## config.mk

```make
export PLATFORM = sky130hd
export DESIGN_NAME = dial_cmd_engine
export DESIGN_NICKNAME = d
export VERILOG_FILES = /design/src/rtl/dial_pkg.sv /design/src/rtl/dial_wrap_apply.sv /design/src/rtl/dial_cmd_engine.sv
export SDC_FILE = /design/constraint.sdc
export NUM_CORES = 1
export LEC_CHECK = 0
export ABC_AREA = 1
export ABC_CLOCK_PERIOD_IN_PS = 4700
export CAP_MARGIN = 20
export CORE_UTILIZATION = 30
export DETAILED_ROUTE_END_ITERATION = 12
export HOLD_SLACK_MARGIN = 0.05
export REMOVE_ABC_BUFFERS = 1
export SYNTH_ARGS = -nofsm -noshare
export SYNTH_HDL_FRONTEND = slang
export SYNTH_SLANG_ARGS = --single-unit
```

## constraint.sdc

```tcl
create_clock -name clk -period 4.7 [get_ports clk]
set_input_delay 0.47 -clock clk [delete_from_list [all_inputs] [get_ports clk]]
set_output_delay 0.47 -clock clk [all_outputs]
set_load 0.1 [all_outputs]
```

## src/rtl/dial_pkg.sv

```systemverilog
// Shared types for the dial command engine and its reusable wrap/apply helper.
package dial_pkg;

    typedef enum logic {DIR_LEFT = 1'b0, DIR_RIGHT = 1'b1} dial_dir_e;

    typedef enum {IDLE, REDUCE} dial_state_e;

endpackage

```

## src/rtl/dial_wrap_apply.sv

```systemverilog
// Applies a sub-revolution turn (rem < DIAL_SIZE) to a dial position; flags a click landing on 0.
// Purely combinational: zero latency, no flow control.
module dial_wrap_apply
    import dial_pkg::*;
#(
    parameter int DIAL_SIZE = 100,
    localparam int POS_W = $clog2(DIAL_SIZE)
) (
    input  logic [POS_W-1:0] pos,
    input  logic [POS_W-1:0] rem,
    input  logic             dir,
    output logic [POS_W-1:0] new_pos,
    output logic             hit
);

    localparam logic [POS_W:0] DS = (POS_W+1)'(DIAL_SIZE);

    logic [POS_W:0] pos_x;
    logic [POS_W:0] rem_x;
    logic [POS_W:0] sum;

    always_comb begin
        pos_x   = {1'b0, pos};
        rem_x   = {1'b0, rem};
        sum     = pos_x + rem_x;
        hit     = 1'b0;
        new_pos = pos;
        if (dir == DIR_RIGHT) begin
            hit     = (sum >= DS);
            new_pos = POS_W'(hit ? sum - DS : sum);
        end else begin
            // Leaving 0 is not a hit; only arriving on 0 (or passing through it) counts.
            hit     = (rem != '0) && (pos != '0) && (rem >= pos);
            new_pos = POS_W'((rem > pos) ? pos_x + DS - rem_x : pos_x - rem_x);
        end
    end

endmodule

```

## src/rtl/dial_cmd_engine.sv

```systemverilog
// Applies rotation commands to a modulo-DIAL_SIZE dial, one whole revolution per cycle then the partial turn.
// Latency floor(D/DIAL_SIZE)+1 edges after accept, done pulses next cycle; cmd_ready low while a command is in flight.
module dial_cmd_engine
    import dial_pkg::*;
#(
    parameter int DIAL_SIZE = 100,
    parameter int START_POS = 50,
    parameter int DIST_W    = 16,
    parameter int CNT_W     = 32,
    localparam int POS_W    = $clog2(DIAL_SIZE)
) (
    input  logic              clk,
    input  logic              reset,
    input  logic              clear,
    input  logic              cmd_valid,
    output logic              cmd_ready,
    input  logic              cmd_dir,
    input  logic [DIST_W-1:0] cmd_dist,
    output logic [POS_W-1:0]  dial_pos,
    output logic [CNT_W-1:0]  pass_count,
    output logic [CNT_W-1:0]  land_count,
    output logic              cnt_sat,
    output logic              done,
    output logic              busy
);

    if (DIAL_SIZE < 2 || START_POS < 0 || START_POS >= DIAL_SIZE || DIST_W < 1 || CNT_W < 1) begin : g_param_chk
        $error("dial_cmd_engine: illegal parameter combination");
    end

    localparam logic ST_IDLE   = 1'b0;
    localparam logic ST_REDUCE = 1'b1;
    localparam int   RW        = (DIST_W > POS_W + 1) ? DIST_W : POS_W + 1;
    localparam logic [RW-1:0]    DS_R  = RW'(DIAL_SIZE);
    localparam logic [POS_W-1:0] START = POS_W'(START_POS);

    logic              state;
    logic              dir_q;
    logic [DIST_W-1:0] rem_q;
    logic [RW-1:0]     rem_x;
    logic              full_rev;
    logic [POS_W-1:0]  apply_pos;
    logic              apply_hit;
    logic              pass_inc;
    logic              land_inc;

    assign busy      = (state == ST_REDUCE);
    assign cmd_ready = !busy;
    assign rem_x     = RW'(rem_q);
    assign full_rev  = (rem_x >= DS_R);
    assign pass_inc  = busy && (full_rev || apply_hit);
    assign land_inc  = busy && !full_rev && (apply_pos == '0);

    dial_wrap_apply #(
        .DIAL_SIZE (DIAL_SIZE)
    ) u_apply (
        .pos     (dial_pos),
        .rem     (POS_W'(rem_q)),
        .dir     (dir_q),
        .new_pos (apply_pos),
        .hit     (apply_hit)
    );

    always_ff @(posedge clk) begin
        if (reset || clear) begin
            state      <= ST_IDLE;
            dir_q      <= DIR_LEFT;
            rem_q      <= '0;
            dial_pos   <= START;
            pass_count <= '0;
            land_count <= '0;
            cnt_sat    <= 1'b0;
            done       <= 1'b0;
        end else begin
            done <= 1'b0;
            case (state)
                ST_IDLE: begin
                    if (cmd_valid) begin
                        dir_q <= cmd_dir;
                        rem_q <= cmd_dist;
                        state <= ST_REDUCE;
                    end
                end
                ST_REDUCE: begin
                    if (full_rev) begin
                        rem_q <= DIST_W'(rem_x - DS_R);
                    end else begin
                        dial_pos <= apply_pos;
                        done     <= 1'b1;
                        state    <= ST_IDLE;
                    end
                end
                default: state <= ST_IDLE;
            endcase
            // Counters stick at all-ones; a blocked increment latches cnt_sat.
            if (pass_inc) begin
                if (&pass_count) cnt_sat <= 1'b1;
                else             pass_count <= pass_count + 1'b1;
            end
            if (land_inc) begin
                if (&land_count) cnt_sat <= 1'b1;
                else             land_count <= land_count + 1'b1;
            end
        end
    end

endmodule

```

== Word-level counts from Yosys, hierarchy flattened ==
Index checks and enable logic that the tools add are counted.
Storage, ports and cells
  flip-flop bits (word level): 91
  output and inout bits: 75
Operators by class
  $lt $le $gt $ge: 4
  equality and inequality tests: 2
  bitwise operators: 4
  reduce and logical (&&, ||, !) cells: 20
  multiplexer cells: 15
  add/sub/neg operators: 8
Operators with widths (number)
  32-bit by 1-bit adder with 32-bit output, second input constant: 2
  32-bit AND reduction: 2
  16-bit two-way mux: 2
  16-bit one-hot mux with 2 select lines: 1
  7-bit two-way mux: 3
  16-bit by 7-bit greater-or-equal comparator with 1-bit output, second input constant: 1
  16-bit by 7-bit subtractor with 16-bit output, second input constant: 1
  7-bit nonzero test: 2
  7-bit subtractor: 2
  2-bit AND reduction: 5
  7-bit by 7-bit adder with 8-bit output: 1
  8-bit by 7-bit greater-or-equal comparator with 1-bit output, second input constant: 1
  1-bit two-way mux: 8
  7-bit adder, second input constant: 1
  7-bit greater-or-equal comparator: 1
  7-bit greater-than comparator: 1
  7-bit logical NOT: 1
  7-bit subtractor, second input constant: 1
  1-bit logical AND: 5
  1-bit inverter: 4
  1-bit logical NOT: 2
  1-bit logical OR: 2
  2-bit by 1-bit != test with 1-bit output, second input constant: 1
  2-bit != test, second input constant: 1
  2 further kinds: 2

== Depth between registers and ports, before layout ==
  word-level depth: 9
  mapped depth: 25
  mapped depth without buffers: 23

== Cells and area by module ==
From an unflattened synthesis, not the netlist that was laid out.
Unflattened totals
  cell total of the unflattened synthesis: 1147
  area, all modules: 7121.8 sq um
Modules (own cells, without submodules)
  dial_cmd_engine: instances 1, area each 5773.0 sq um, cells an instance 937
  dial_wrap_apply: instances 1, area each 1348.8 sq um, cells an instance 210

== Worst setup path after synthesis ==
No wires, ideal clock.
  path type: reg2reg
  start point: reg dial_pos[2]
  end point: reg land_count[13]
  stages on the path, launching flop included: 26
  data required time: 4.580 ns
  slack: 1.010 ns
  clock period less this slack: 3.690 ns
  path buffers: 3
  arrival time: 3.571 ns
  cells stage by stage: dfxtp_1 -> inv_1 -> ha_1 -> buf_6 -> inv_4 -> a21oi_1 -> nand2_1 -> nand2_1 -> nand2_1 -> ha_1 -> nand2_1 -> nand4_1 -> nand3_4 -> nand2_4 -> nand2_1 -> nand2_1 -> nand2_1 -> nand2_2 -> nor2_4 -> inv_2 -> nor2_4 -> buf_6 -> buf_12 -> nand3_2 -> nand2_1 -> nor2_1
Between the ends
  cells in the longest elaborated chain, start to end: 7
  elaborated cells on any way between the ends: 13
RTL lines
  start: declaration: RTL line dial_cmd_engine.sv:19  | output logic [POS_W-1:0] dial_pos,
  start signal: assignment: RTL line dial_cmd_engine.sv:88  | dial_pos <= apply_pos;
  7-bit adder or 7-bit by 7-bit adder with 8-bit output (tied branches): RTL line dial_wrap_apply.sv:34, dial_wrap_apply.sv:25
  7-bit subtractor, or another cell as far along: RTL line dial_wrap_apply.sv:34  | new_pos = POS_W'((rem > pos) ? pos_x + DS - rem_x : pos_x - rem_x);
  7-bit two-way mux, on equally long branches: RTL line dial_wrap_apply.sv:34, dial_wrap_apply.sv:30
  7-bit two-way mux *: RTL line dial_wrap_apply.sv:28  | if (dir == DIR_RIGHT) begin
  7-bit logical NOT *: RTL line dial_cmd_engine.sv:52  | assign land_inc = busy && !full_rev && (apply_pos == '0);
  1-bit logical AND *: RTL line dial_cmd_engine.sv:52
  2-bit AND reduction (no line) *
  end signal: assignment: RTL line dial_cmd_engine.sv:102  | else land_count <= land_count + 1'b1;
  end: declaration: RTL line dial_cmd_engine.sv:21  | output logic [CNT_W-1:0] land_count,
Every way passes the cells marked *; elsewhere a longest branch is shown, timed or not.
A chain may end at the register's enable or synchronous reset.

== Worst setup path after layout ==
  start point: reg dial_pos[2]
  end point: reg land_count[26]
Same word-level chain as after synthesis.

==> metrics.csv <==
stage;metric;value;unit
sta;setup_ws;0.902;ns
synthesis;synth_async_sr_flop_share;0;%
sta;grt_setup_unrepaired;no;
clock_network;cts_tree;yes;
final_layout;drive_above_1_share;7.32;%
clock_network;clk_pin_slew;0.07;ns
grt;met1_usage;22.6;%
grt;grt_pass1_wl;32800;um
critical_path;startpoint_type;register;
clock_network;clockBufferDepth;2;
critical_path;cpMaxStageDelayCell;dfxtp_1;
floorplan;dieArea;0.0231;mm^2
sta;hold_violations;0;
hold_path;hold_path.class;register to register;
critical_path;cp_top_family;simple AND/OR/NAND/NOR gates;
clock_network;cts.sinks;91;
floorplan;ios;96;
grt;grtUsageMet3;2.91;%
sta;tns;0;ns
critical_path;cp_num_buf_inv;4;
floorplan;start_util;30.7;%
outcome;violations;DRC;
drt;drtAntennaViolNets;0;
final_layout;final_util;37.6;%
hold_path;hold_depth;2;
sta;maxSlewViolCount;0;
grt;grt_usage;17.2;%
power_and_ir_drop;peakVddDrop;167;uV
sta;period_share;80.8;%
drt;drc;4;
synthesis;seq_area_frac_synth;27.0;%
critical_path;cp.required;4.95;ns
final_layout;fin_nets;1183;
placed_design;io_buffer_count;95;
drt;wl;19300;um
final_layout;area_growth;22.2;%
power_and_ir_drop;power;1.92;mW
grt;grt_max_degree;54;
critical_path;worstSetupEndpointType;register;
critical_path;crit_type;register to register;
critical_path;cp_common_cell;nand2_1;
final_layout;antenna_cells;0;
synthesis;synth_warnings;0;
clock_network;htree_levels;3;
placed_design;place_hpwl;14300;um
drt;wl_per_cell;13.7;um
critical_path;cp.depth;23;
synthesis;avgSynthCellArea;6.45;um^2
outcome;status;finished with violations;
sta;relSlewSlack;31.6;%
clock_network;post_cts.repair.setup_buffers;0;
placed_design;place_congestion;0.894;
drt;dr.pass1.iters;9;
synthesis;synthCells;1047;
floorplan;die_y;152;um
drt;drt_iter0_markers;355;
drt;via_count;6785;
clock_network;clock_latency;0.35;ns
power_and_ir_drop;cellPowerDensity;233;mW/mm^2
floorplan;core_region_area;0.0220;mm^2
critical_path;crit_fanout;29;
power_and_ir_drop;p_leak;3.21;nW
sta;finalWorstPathRequiredPeriod;3.80;ns
grt;antenna_found_initial;0;
grt;grtUsageMet2;29.1;%
synthesis;synth_top_area_share;27.0;%
critical_path;worst_ep_arrival_time;4.04;ns
clock_network;cts_resized;0;
critical_path;r2r.worst_path.cells;23;
sta;fmax;0.263;GHz
placed_design;placedCellCount;1398;
synthesis;synth_flop_cell;dfxtp_1;
synthesis;netlist_area;0.00675;mm^2
sta;fin_skew;0.0101;ns
synthesis;synth_commonest_cells;nand2_1 (249), inv_1 (141), nor2_1 (129), dfxtp_1 (91), nand3_1 (82);
grt;grt_overflow;0;
drt;avgViaCountPerCell;4.80;
final_layout;finalNonFillerCells;1414;
grt;grt-busiest-layer;met2;
synthesis;synth_area_leaders;dfxtp_1 (27%), nand2_1 (14%), inv_1 (7.8%), nor2_1 (7.2%), nand3_1 (6.1%);
synthesis;yosysTopAreaCell;dfxtp_1;
clock_network;hold_buffers;0;
sta;setup_viol;0;
floorplan;fp.dieW;152;um
synthesis;synth_edf_count;0;
synthesis;yosysUniqueCellTypes;50;
flow_run;drv_cap;0;
sta;worst_slew_pin_slew;1.02;ns
synthesis;ys_seq_elements;91;
grt;first_global_vias;6473;
critical_path;crit_chain;inv_1, ha_1, inv_4, a21oi_1, nand2_1, nand2_1, nand2_1, ha_1, nand2_1, nand4_1, nand3_4, nand2_4, nand2_1, nand2_1, nand2_1, nand2_2, nor2_4, inv_2, nor2_4, buf_4, nand3_1, nand2_1, nor2_1;
floorplan;std_cell_rows;54;
synthesis;post-synth-top-count-cell;nand2_1;
placed_design;place_ws;0.935;ns
critical_path;slowest_delay;0.55;ns
clock_network;cts_root_buffer;clkbuf_16;
clock_network;cts_inserted_buffers;9;
[power breakdown]
part | switching, mW | total, mW | internal (mW)
Clock | 0.353 | 0.787 | 0.435
Combinational | 0.226 | 0.339 | 0.113
Sequential | 0.0135 | 0.793 | 0.780
Total | 0.592 | 1.92 | 1.33
[cells by family after synthesis]
family | after synthesis | share of synthesized area [%]
AND/OR/NAND/NOR | 569 | 38.6
buffers and inverters | 185 | 11.2
AO/OA/AOI/OAI | 131 | 11.6
flip-flops | 91 | 27.0
XOR/XNOR | 38 | 4.93
adder cells (fa/ha/maj) | 33 | 6.67
[tightest hold or removal path, stage by stage (launching register included)]
cell and delay (ns):
dfxtp_1 0.32, nand2_1 0.06, a21oi_1 0.05
[sequential cells by signal (all words and copies together) (netlist names)]
signal / flops
dir_q: 1
pass_count: 32
done: 1
rem_q: 16
cnt_sat: 1
dial_pos: 7
land_count: 32
busy: 1
[per-stage QoR]
stage	instance area (um^2)	hold slack [ns]
after floorplan	6580	0.450
after global placement	7940	0.463
after detailed placement	7940	0.464
after CTS	8250	0.476
after global routing	8250	0.510
final	8250	0.476
[routing by layer]
layer	part of all wire (%)	routed length [um]
met1	48	9180
met4	1.5	285
met5	0	0
met3	4.8	934
met2	46	8910
[path summary, 6_finish.rpt]
path                            startpoint                           to  slack [ns]
setup reg to reg  dial_pos[2]$_SDFFE_PP0P_  land_count[26]$_SDFFE_PP0P_        0.90
hold reg to reg     rem_q[13]$_SDFFE_PP0P_       rem_q[13]$_SDFFE_PP0P_        0.48
setup / recovery  dial_pos[2]$_SDFFE_PP0P_  land_count[26]$_SDFFE_PP0P_        0.90
hold / removal      rem_q[13]$_SDFFE_PP0P_       rem_q[13]$_SDFFE_PP0P_        0.48
[area by class of cell]
type / count / area [um^2]
Clock buffer: 10 / 239
Clock inverter: 6 / 72.6
Fill cell: 2322 / 13700
Inverter: 154 / 583
Multi-Input combinational cell: 771 / 4180
Sequential cell: 91 / 1820
Tap cell: 280 / 350
Timing Repair Buffer: 102 / 1000
[layout by cell type (no fill, tap or decap), drive strengths merged, types with 3 or more instances in the layout]
cell / count
clkbuf: 10
o211ai: 6
clkdlybuf4s50: 95
nor3: 27
o21ai: 39
fa: 5
buf: 7
xor2: 28
nand4: 26
a21oi: 58
clkinv: 4
xnor2: 10
a31oi: 8
dfxtp: 91
nand3b: 3
o21bai: 12
ha: 28
nor2: 136
nand2: 262
nor4: 9
inv: 155
nand3: 101
Note: power is estimated with default switching activity, not from simulation.
